--- config.mk ---
export PLATFORM = sky130hd
export DESIGN_NAME = mem_arbiter
export DESIGN_NICKNAME = d
export VERILOG_FILES = /design/src/rtl/cpu_types_pkg.sv /design/src/rtl/mem_arbiter_rr_pick.sv /design/src/rtl/mem_arbiter.sv
export SDC_FILE = /design/constraint.sdc
export NUM_CORES = 1
export LEC_CHECK = 0
export ABC_AREA = 1
export BUFFER_PORTS_ARGS = -buffer_cell sky130_fd_sc_hd__buf_4
export CAP_MARGIN = 25
export CORE_AREA = 2 2 168 170
export DETAILED_ROUTE_END_ITERATION = 6
export DIE_AREA = 0 0 170 172
export GPL_ROUTABILITY_DRIVEN = 0
export HOLD_SLACK_MARGIN = 0.02
export PLACE_DENSITY = 0.38
export SYNTH_ARGS = -nofsm -noshare
export SYNTH_HDL_FRONTEND = slang
export SYNTH_SLANG_ARGS = --single-unit
--- constraint.sdc ---
create_clock -name CLK -period 3.9 [get_ports CLK]
set_input_delay 0.39 -clock CLK [delete_from_list [all_inputs] [get_ports CLK]]
set_output_delay 0.39 -clock CLK [all_outputs]
set_load 0.03 [all_outputs]
--- src/rtl/cpu_types_pkg.sv ---
// cpu_types_pkg: shared types and constants for the multicore memory path.
//   arb_state_t    : mem_arbiter grant state (IDLE, DGRANT, IGRANT)
//   BLOCK_LAST_BIT : word-address bit that marks the second word of a
//                    two-word dcache block
//   WORD_W         : RAM / cache word width
package cpu_types_pkg;

   typedef enum logic [1:0] {
      IDLE   = 2'd0,
      DGRANT = 2'd1,
      IGRANT = 2'd2
   } arb_state_t;

   localparam int BLOCK_LAST_BIT = 2;
   localparam int WORD_W         = 32;

endpackage

--- src/rtl/mem_arbiter_rr_pick.sv ---
// rr_pick: picks one requester out of a request vector.
//   ARB_ROUND_ROBIN_EN defined   : winner is the first requester at or after
//                                  ptr, wrapping around.
//   ARB_ROUND_ROBIN_EN undefined : winner is the lowest-index requester; ptr
//                                  is ignored.
// Ports:
//   req  in  N      request vector
//   ptr  in  IDX_W  rotation pointer
//   idx  out IDX_W  winner index (0 when no request)
//   vld  out 1      at least one request present
module rr_pick #(
   parameter int N     = 2,
   parameter int IDX_W = (N > 1) ? $clog2(N) : 1
) (
   input  logic [N-1:0]     req,
   input  logic [IDX_W-1:0] ptr,
   output logic [IDX_W-1:0] idx,
   output logic             vld
);

`ifdef ARB_ROUND_ROBIN_EN
   logic [N-1:0]   rot;
   logic [IDX_W:0] sum;

   // Rotate so that bit 0 is the requester at ptr; the lowest set bit of
   // the rotated vector is the offset from ptr to the winner.
   always_comb begin
      rot = N'({req, req} >> ptr);
      sum = '0;
      for (int k = N - 1; k >= 0; k--) begin
         if (rot[k]) sum = {1'b0, ptr} + (IDX_W + 1)'(k);
      end
      if (sum >= (IDX_W + 1)'(N)) sum = sum - (IDX_W + 1)'(N);
      idx = sum[IDX_W-1:0];
      vld = |req;
   end
`else
   logic unused_ptr;
   assign unused_ptr = ^ptr;

   always_comb begin
      idx = '0;
      for (int k = N - 1; k >= 0; k--) begin
         if (req[k]) idx = IDX_W'(k);
      end
      vld = |req;
   end
`endif

endmodule

--- src/rtl/mem_arbiter.sv ---
// mem_arbiter: shares the single RAM port among CPUS icaches and CPUS dcaches.
// One requester owns the port at a time; dcaches beat icaches, and a dcache
// grant is held across its two-word block. Ties are resolved only in IDLE.
// Optional feature macro: ARB_ROUND_ROBIN_EN (round-robin within each class;
// when undefined, the lowest index in each class always wins).
// Ports:
//   CLK, nRST            clock, asynchronous active-low reset
//   dREN/dWEN   in CPUS  dcache read / write request
//   daddr/dstore in CPUS*32 dcache word address / write data
//   iREN        in CPUS  icache read request
//   iaddr       in CPUS*32 icache word address
//   dwait/iwait out CPUS high while the access is not complete
//   dload/iload out CPUS*32 ramload broadcast to every requester
//   ramREN/ramWEN/ramaddr/ramstore out  RAM port driven by the owner
//   ramload in 32, ram_ready in 1       RAM response
module mem_arbiter
   import cpu_types_pkg::*;
#(
   parameter int CPUS = 2
) (
   input  logic                   CLK,
   input  logic                   nRST,
   input  logic [CPUS-1:0]        dREN,
   input  logic [CPUS-1:0]        dWEN,
   input  logic [CPUS*WORD_W-1:0] daddr,
   input  logic [CPUS*WORD_W-1:0] dstore,
   input  logic [CPUS-1:0]        iREN,
   input  logic [CPUS*WORD_W-1:0] iaddr,
   output logic [CPUS-1:0]        dwait,
   output logic [CPUS*WORD_W-1:0] dload,
   output logic [CPUS-1:0]        iwait,
   output logic [CPUS*WORD_W-1:0] iload,
   output logic                   ramREN,
   output logic                   ramWEN,
   output logic [WORD_W-1:0]      ramaddr,
   output logic [WORD_W-1:0]      ramstore,
   input  logic [WORD_W-1:0]      ramload,
   input  logic                   ram_ready
);

   localparam int IDX_W = (CPUS > 1) ? $clog2(CPUS) : 1;

   arb_state_t        state, state_n;
   logic [IDX_W-1:0]  owner, owner_n;
   logic [IDX_W-1:0]  dptr, iptr;
   logic [CPUS-1:0]   dreq;
   logic [IDX_W-1:0]  d_idx, i_idx;
   logic              d_vld, i_vld;
   logic              own_dren, own_dwen, own_iren;
   logic [WORD_W-1:0] own_daddr, own_dstore, own_iaddr;

   assign dreq = dREN | dWEN;

   rr_pick #(.N(CPUS), .IDX_W(IDX_W)) u_dpick (
      .req (dreq),
      .ptr (dptr),
      .idx (d_idx),
      .vld (d_vld)
   );

   rr_pick #(.N(CPUS), .IDX_W(IDX_W)) u_ipick (
      .req (iREN),
      .ptr (iptr),
      .idx (i_idx),
      .vld (i_vld)
   );

   // Owner's request fields; {owner, 5'd0} is owner*32.
   assign own_dren   = dREN[owner];
   assign own_dwen   = dWEN[owner];
   assign own_iren   = iREN[owner];
   assign own_daddr  = WORD_W'(daddr  >> {owner, 5'd0});
   assign own_dstore = WORD_W'(dstore >> {owner, 5'd0});
   assign own_iaddr  = WORD_W'(iaddr  >> {owner, 5'd0});

   // Read data is broadcast; each requester qualifies it with its own wait.
   assign dload = {CPUS{ramload}};
   assign iload = {CPUS{ramload}};

   always_comb begin
      state_n  = state;
      owner_n  = owner;
      dwait    = '1;
      iwait    = '1;
      ramREN   = 1'b0;
      ramWEN   = 1'b0;
      ramaddr  = '0;
      ramstore = '0;
      case (state)
         IDLE: begin
            if (d_vld) begin
               state_n = DGRANT;
               owner_n = d_idx;
            end else if (i_vld) begin
               state_n = IGRANT;
               owner_n = i_idx;
            end
         end
         DGRANT: begin
            // A dropped request abandons the block without touching the RAM.
            if (!(own_dren || own_dwen)) begin
               state_n = IDLE;
            end else begin
               // Read+write together is treated as a write.
               ramWEN       = own_dwen;
               ramREN       = own_dren & ~own_dwen;
               ramaddr      = own_daddr;
               ramstore     = own_dstore;
               dwait[owner] = ~ram_ready;
               if (ram_ready && own_daddr[BLOCK_LAST_BIT]) state_n = IDLE;
            end
         end
         IGRANT: begin
            if (!own_iren) begin
               state_n = IDLE;
            end else begin
               ramREN       = 1'b1;
               ramaddr      = own_iaddr;
               iwait[owner] = ~ram_ready;
               if (ram_ready) state_n = IDLE;
            end
         end
         default: state_n = IDLE;
      endcase
   end

   always_ff @(posedge CLK or negedge nRST) begin
      if (!nRST) begin
         state <= IDLE;
         owner <= '0;
      end else begin
         state <= state_n;
         owner <= owner_n;
      end
   end

`ifdef ARB_ROUND_ROBIN_EN
   logic [IDX_W-1:0] owner_inc;
   assign owner_inc = (owner == IDX_W'(CPUS - 1)) ? '0 : owner + 1'b1;

   // On release, the class that just finished rotates past its owner.
   always_ff @(posedge CLK or negedge nRST) begin
      if (!nRST) begin
         dptr <= '0;
         iptr <= '0;
      end else if (state_n == IDLE) begin
         if (state == DGRANT) dptr <= owner_inc;
         if (state == IGRANT) iptr <= owner_inc;
      end
   end
`else
   assign dptr = '0;
   assign iptr = '0;
`endif

endmodule

# After elaboration in Yosys (flattened, before gate mapping)
# Index checks and enable logic that the tools add are counted.
# W data, S select, Z words.
# op_classes
bitwise,6
n_shift,3
reduce_logical,9
n_eq_ne,5
muxes,35
order_cmp,2
# op_table
op,count
$shr A64 B6 Y32,3
$mux W32,4
$pmux W32 S2,1
$mux W2,10
$mux W1,17
$ne A3 B3 Y1 const B,3
$pmux W2 S3,1
$or A2 B2 Y2,2
$reduce_or A2 Y1,2
$reduce_and A3 Y1,1
$eq A2 B1 Y1 const B,1
$eq A2 B2 Y1 const B,1
$logic_and A1 B1 Y1,2
$logic_not A2 Y1,1
$lt A1 B2 Y1 const B,1
$not A1 Y1,2
$not A2 Y2,1
$pmux W1 S2,1
$reduce_and A2 Y1,1
$reduce_bool A2 Y1,1
$and A1 B1 Y1,1
$demux W1 S1,1
$ge A1 B1 Y1 const B,1
$logic_or A1 B1 Y1,1
# totals
output_inout_bits,198
input_bits,233
register_bits,3

# Logic depth before layout (Yosys ltp)
# logic_depth
depth_word,8
ltp_mapped,8
mapped_depth_nobuf,8

# Cells and area by module
# A second synthesis with hierarchy kept.
# unflattened
hier_cells,621
area_unflattened_um2,3035.4
# by_module_without_submodules
module,n_inst,area_each_um2,cells_per_inst
mem_arbiter,1,3005.4,613
rr_pick,2,15.0,4

# Least setup slack after synthesis
# OpenSTA, ideal clock, no wires.
# synth_path
path_type,flip-flop to output port
from,register state[1]
to,output port ramaddr[10]
required_ns,3.510
slack_ns,1.874
path_stages_with_launch,8
arrival_ns,1.636
path_cell_list,dfrtp_1 > inv_1 > ha_1 > inv_1 > a21oi_4 > buf_2 > nand2_1 > a21oi_1
# synth_between
elab_chain_cells,2
word_cells_on_any_way,3
classes_between,eq/ne (2); mux (1)
# synth_rtl
element,line_no,rtl
start: declaration,mem_arbiter.sv:43,"arb_state_t state, state_n;"
start signal: assignment,mem_arbiter.sv:132,state <= state_n;
$eq A2 B2 Y1 or $eq A2 B1 Y1 (tied branches),mem_arbiter.sv:89,case (state)
$pmux W32 S2 (*),mem_arbiter.sv:89,
end: declaration,mem_arbiter.sv:35,"output logic [WORD_W-1:0] ramaddr,"
# Mark *: on every way between the ends. The rest lies on a longest branch, timed or not.

# Final worst setup path
# layout_path
from,register owner
to,output port ramaddr[6]
# layout_between
elab_chain_cells,5
word_cells_on_any_way,12
classes_between,shift (2); mux (9); reduce/logical (1)
# layout_rtl
element,line_no,rtl
start: declaration,mem_arbiter.sv:44,"logic [IDX_W-1:0] owner, owner_n;"
start signal: assignment,mem_arbiter.sv:133,owner <= owner_n;
"parallel branches: the longest is 4 deep, another holds $shr A64 B6 Y32",--,
$pmux W32 S2 (*),mem_arbiter.sv:89,
# Mark *: on every way between the ends. The select of a mux whose other input is x is not followed.

==> results.ini <==
[status]
status=complete, no violations

[global_routing]
antenna_found_initial=0
track_usage_pct=9.536
grt_pass1_wl_mm=21.69
grt_max_degree=57
grt_pass1_vias=3806
grt_overflow=0

[drt]
first_pass_iters=5
drc=0
postRouteAntennaNets=0
wirelength_mm=15.39
wl_per_cell_um=14.31
initialDrtViolationCount=106
viasPerCell=3.622
vias=3894

[critical_path]
critPathLaunchType=flop
crit_start=owner
reg2reg_depth=8
critical_path.max_fanout=53
cp.arrival_ns=2.42
r2r_end=state[1]
cp-endpoint=ramaddr[6]
required_ns=3.51
endpoint_kind=output pin
r2r-start=owner
r2r_slack_ns=2.30
worstSetupPathType=reg -> out

[clocking]
htree_levels=1
clk_path_buf_depth=2
cts-root-buf=clkbuf_16
clkTransAtPathRegs_ns=0.03
cts_made_buffers=3
post_cts_resized=0
clock_latency_ns=0.23
cts.sinks=3
cts_tree=yes

[cells_and_area]
fin_util_pct=16.35
syn_to_final_growth_pct=49.40
fillers=3288
multiInputGateArea_mm2=0.001754
layout.nets=966
diodes=0
final-seq-area_um2=78.83
drive_above_1_share_pct=39.09

[pwr]
powerDensity_mw_per_mm2=584.1
power_frac_clock_pct=6.3
peakVddDrop_uv=382.8
p_sw_mw=1.692
intPower_mw=0.9311
swShare_pct=64.51
leakage_nw=2.466
combPwrFrac_pct=91.3
seq_power_share_pct=2.4

[placed_design]
portBuffers=270
hpwl_mm=12.36

[timing]
tightest_slew_ns=0.7077
final-hold-violation-count=0
fin_crit_sh_pct=71.92
period_minus_slack_ns=2.805
rsz0062_at_grt=false
relSlewSlack_pct=52.82
max_freq_mhz=356.5
maxSlewViolCount=0
skew_ns=0.001480
setup_viol=0
setup_tns_ns=0

[synth]
ys_ff_latch=3
yosys_warnings=0
yosysTopAreaCellShare_pct=42.32
synth_nets=845
syn_inst=609
ys_seq_area_share_pct=2.497
post-synth-top-area-cell=nand2_1
avgSynthCellArea_um2=4.937
synth_area_mm2=0.003007
yosys-top-cells-area=nand2_1, buf_4, a21oi_1, dfrtp_1, buf_2
synth_cell_types=15

[worst_hold_path]
min_path_type=in -> async

[floorplanning]
rows=61
coreArea_mm2=0.02748
die_area_mm2=0.02924
num_io_pins=431
start_util_pct=10.94
fp.dieW_um=170
die_h_um=172

[job]
maxCapViolCount=0

[how the worst min path moves through the flow]
stage	start	end	slack, ns
final	nRST	state[1]	0.49
after global routing	nRST	state[0]	0.50
after CTS	nRST	state[1]	0.50
after detailed placement	nRST	state[1]	0.19
after global placement	nRST	state[1]	0.19
after floorplan	nRST	owner	0.09
[area by class of cell]
| class | instances | area share [%] |
|---|---|---|
| clock buffers | 4 | 1.755 |
| inverters | 17 | 1.448 |
| multi-input cells | 428 | 39.05 |
| flip-flops and latches | 3 | 1.755 |
| well taps | 346 | 9.638 |
| repair buffers | 277 | 46.35 |
[state kept, by name (all words and copies together), names as in the netlist]
signal and flops:
owner 1, state 2
[cells in the mapped netlist]
cell type	n
a21oi_1	67
a21oi_4	1
nor2_1	6
o21ai_2	1
nand4_1	5
clkbuf_1	14
buf_4	131
nand3_1	6
inv_1	14
dfrtp_1	3
buf_1	2
nand2_1	339
buf_2	14
inv_2	3
ha_1	3
[what timing repair did]
action / CTS / global route
endpoints found under the hold margin: 3 / 0
setup buffers: 0 / 0
hold buffers: 1 / 0
[per-stage QoR]
step | instances | hold slack, ns | setup WS [ns] | area [µm²] | power, mW
6_report | 1075 | 0.4949 | 1.095 | 4492 | 2.624
5_1_grt | 1075 | 0.5036 | 0.8407 | 4492 | 2.887
4_1_cts | 1075 | 0.4989 | 1.025 | 4492 | 2.713
3_5_place_dp | 1070 | 0.1870 | 1.231 | 4403 | 2.539
3_3_place_gp | 1070 | 0.1857 | 1.280 | 4403 | 2.548
2_1_floorplan | 609 | 0.09441 | 1.874 | 3007 | 1.807
[critical path: stages (launching register included)]
cell and delay (ns):
dfrtp_4 0.50, buf_4 0.30, o21ai_2 0.25, nand2_1 0.11, inv_2 0.52, nand2_1 0.10, a21oi_1 0.20, buf_4 0.19
[per-layer routing]
metal / vias to the layer above / share of wire [%] / GRT usage [%]
met5: - / 0 / 0
met4: 0 / 3.0 / 3.233
met3: 63 / 9.5 / 2.541
met2: 206 / 48 / 17.11
met1: 1650 / 40 / 10.97
li1: 1975 / - / -
[cell families (layout without fill, tap and decap cells)]
logic type,Yosys count,in the layout,synth area share [%]
simple gates,356,356,45.11
flops,3,3,2.497
fa+ha+maj,3,3,1.249
compound gates,69,69,11.99
buf+inv,178,298,39.16
[layout by cell type, fill, tap and decap left out, drive strengths merged]
cell type and n:
nand2 339, buf 276, a21oi 68, inv 16
nor2 6, nand3 6, nand4 5, clkbuf 4
ha 3, dfrtp 3, clkinv 1, o21ai 1
dlygate4sd3 1
[power groups by stage]
stage               registers, mW  clock network [mW]  logic (mW)
finish                     0.0628               0.164        2.40
CTS                        0.0631               0.166        2.48
detailed placement         0.0627                   0        2.48
global placement           0.0628                   0        2.49
global route               0.0643               0.170        2.65
floorplan                  0.0524                   0        1.75
(Power assumes the default switching activity.)
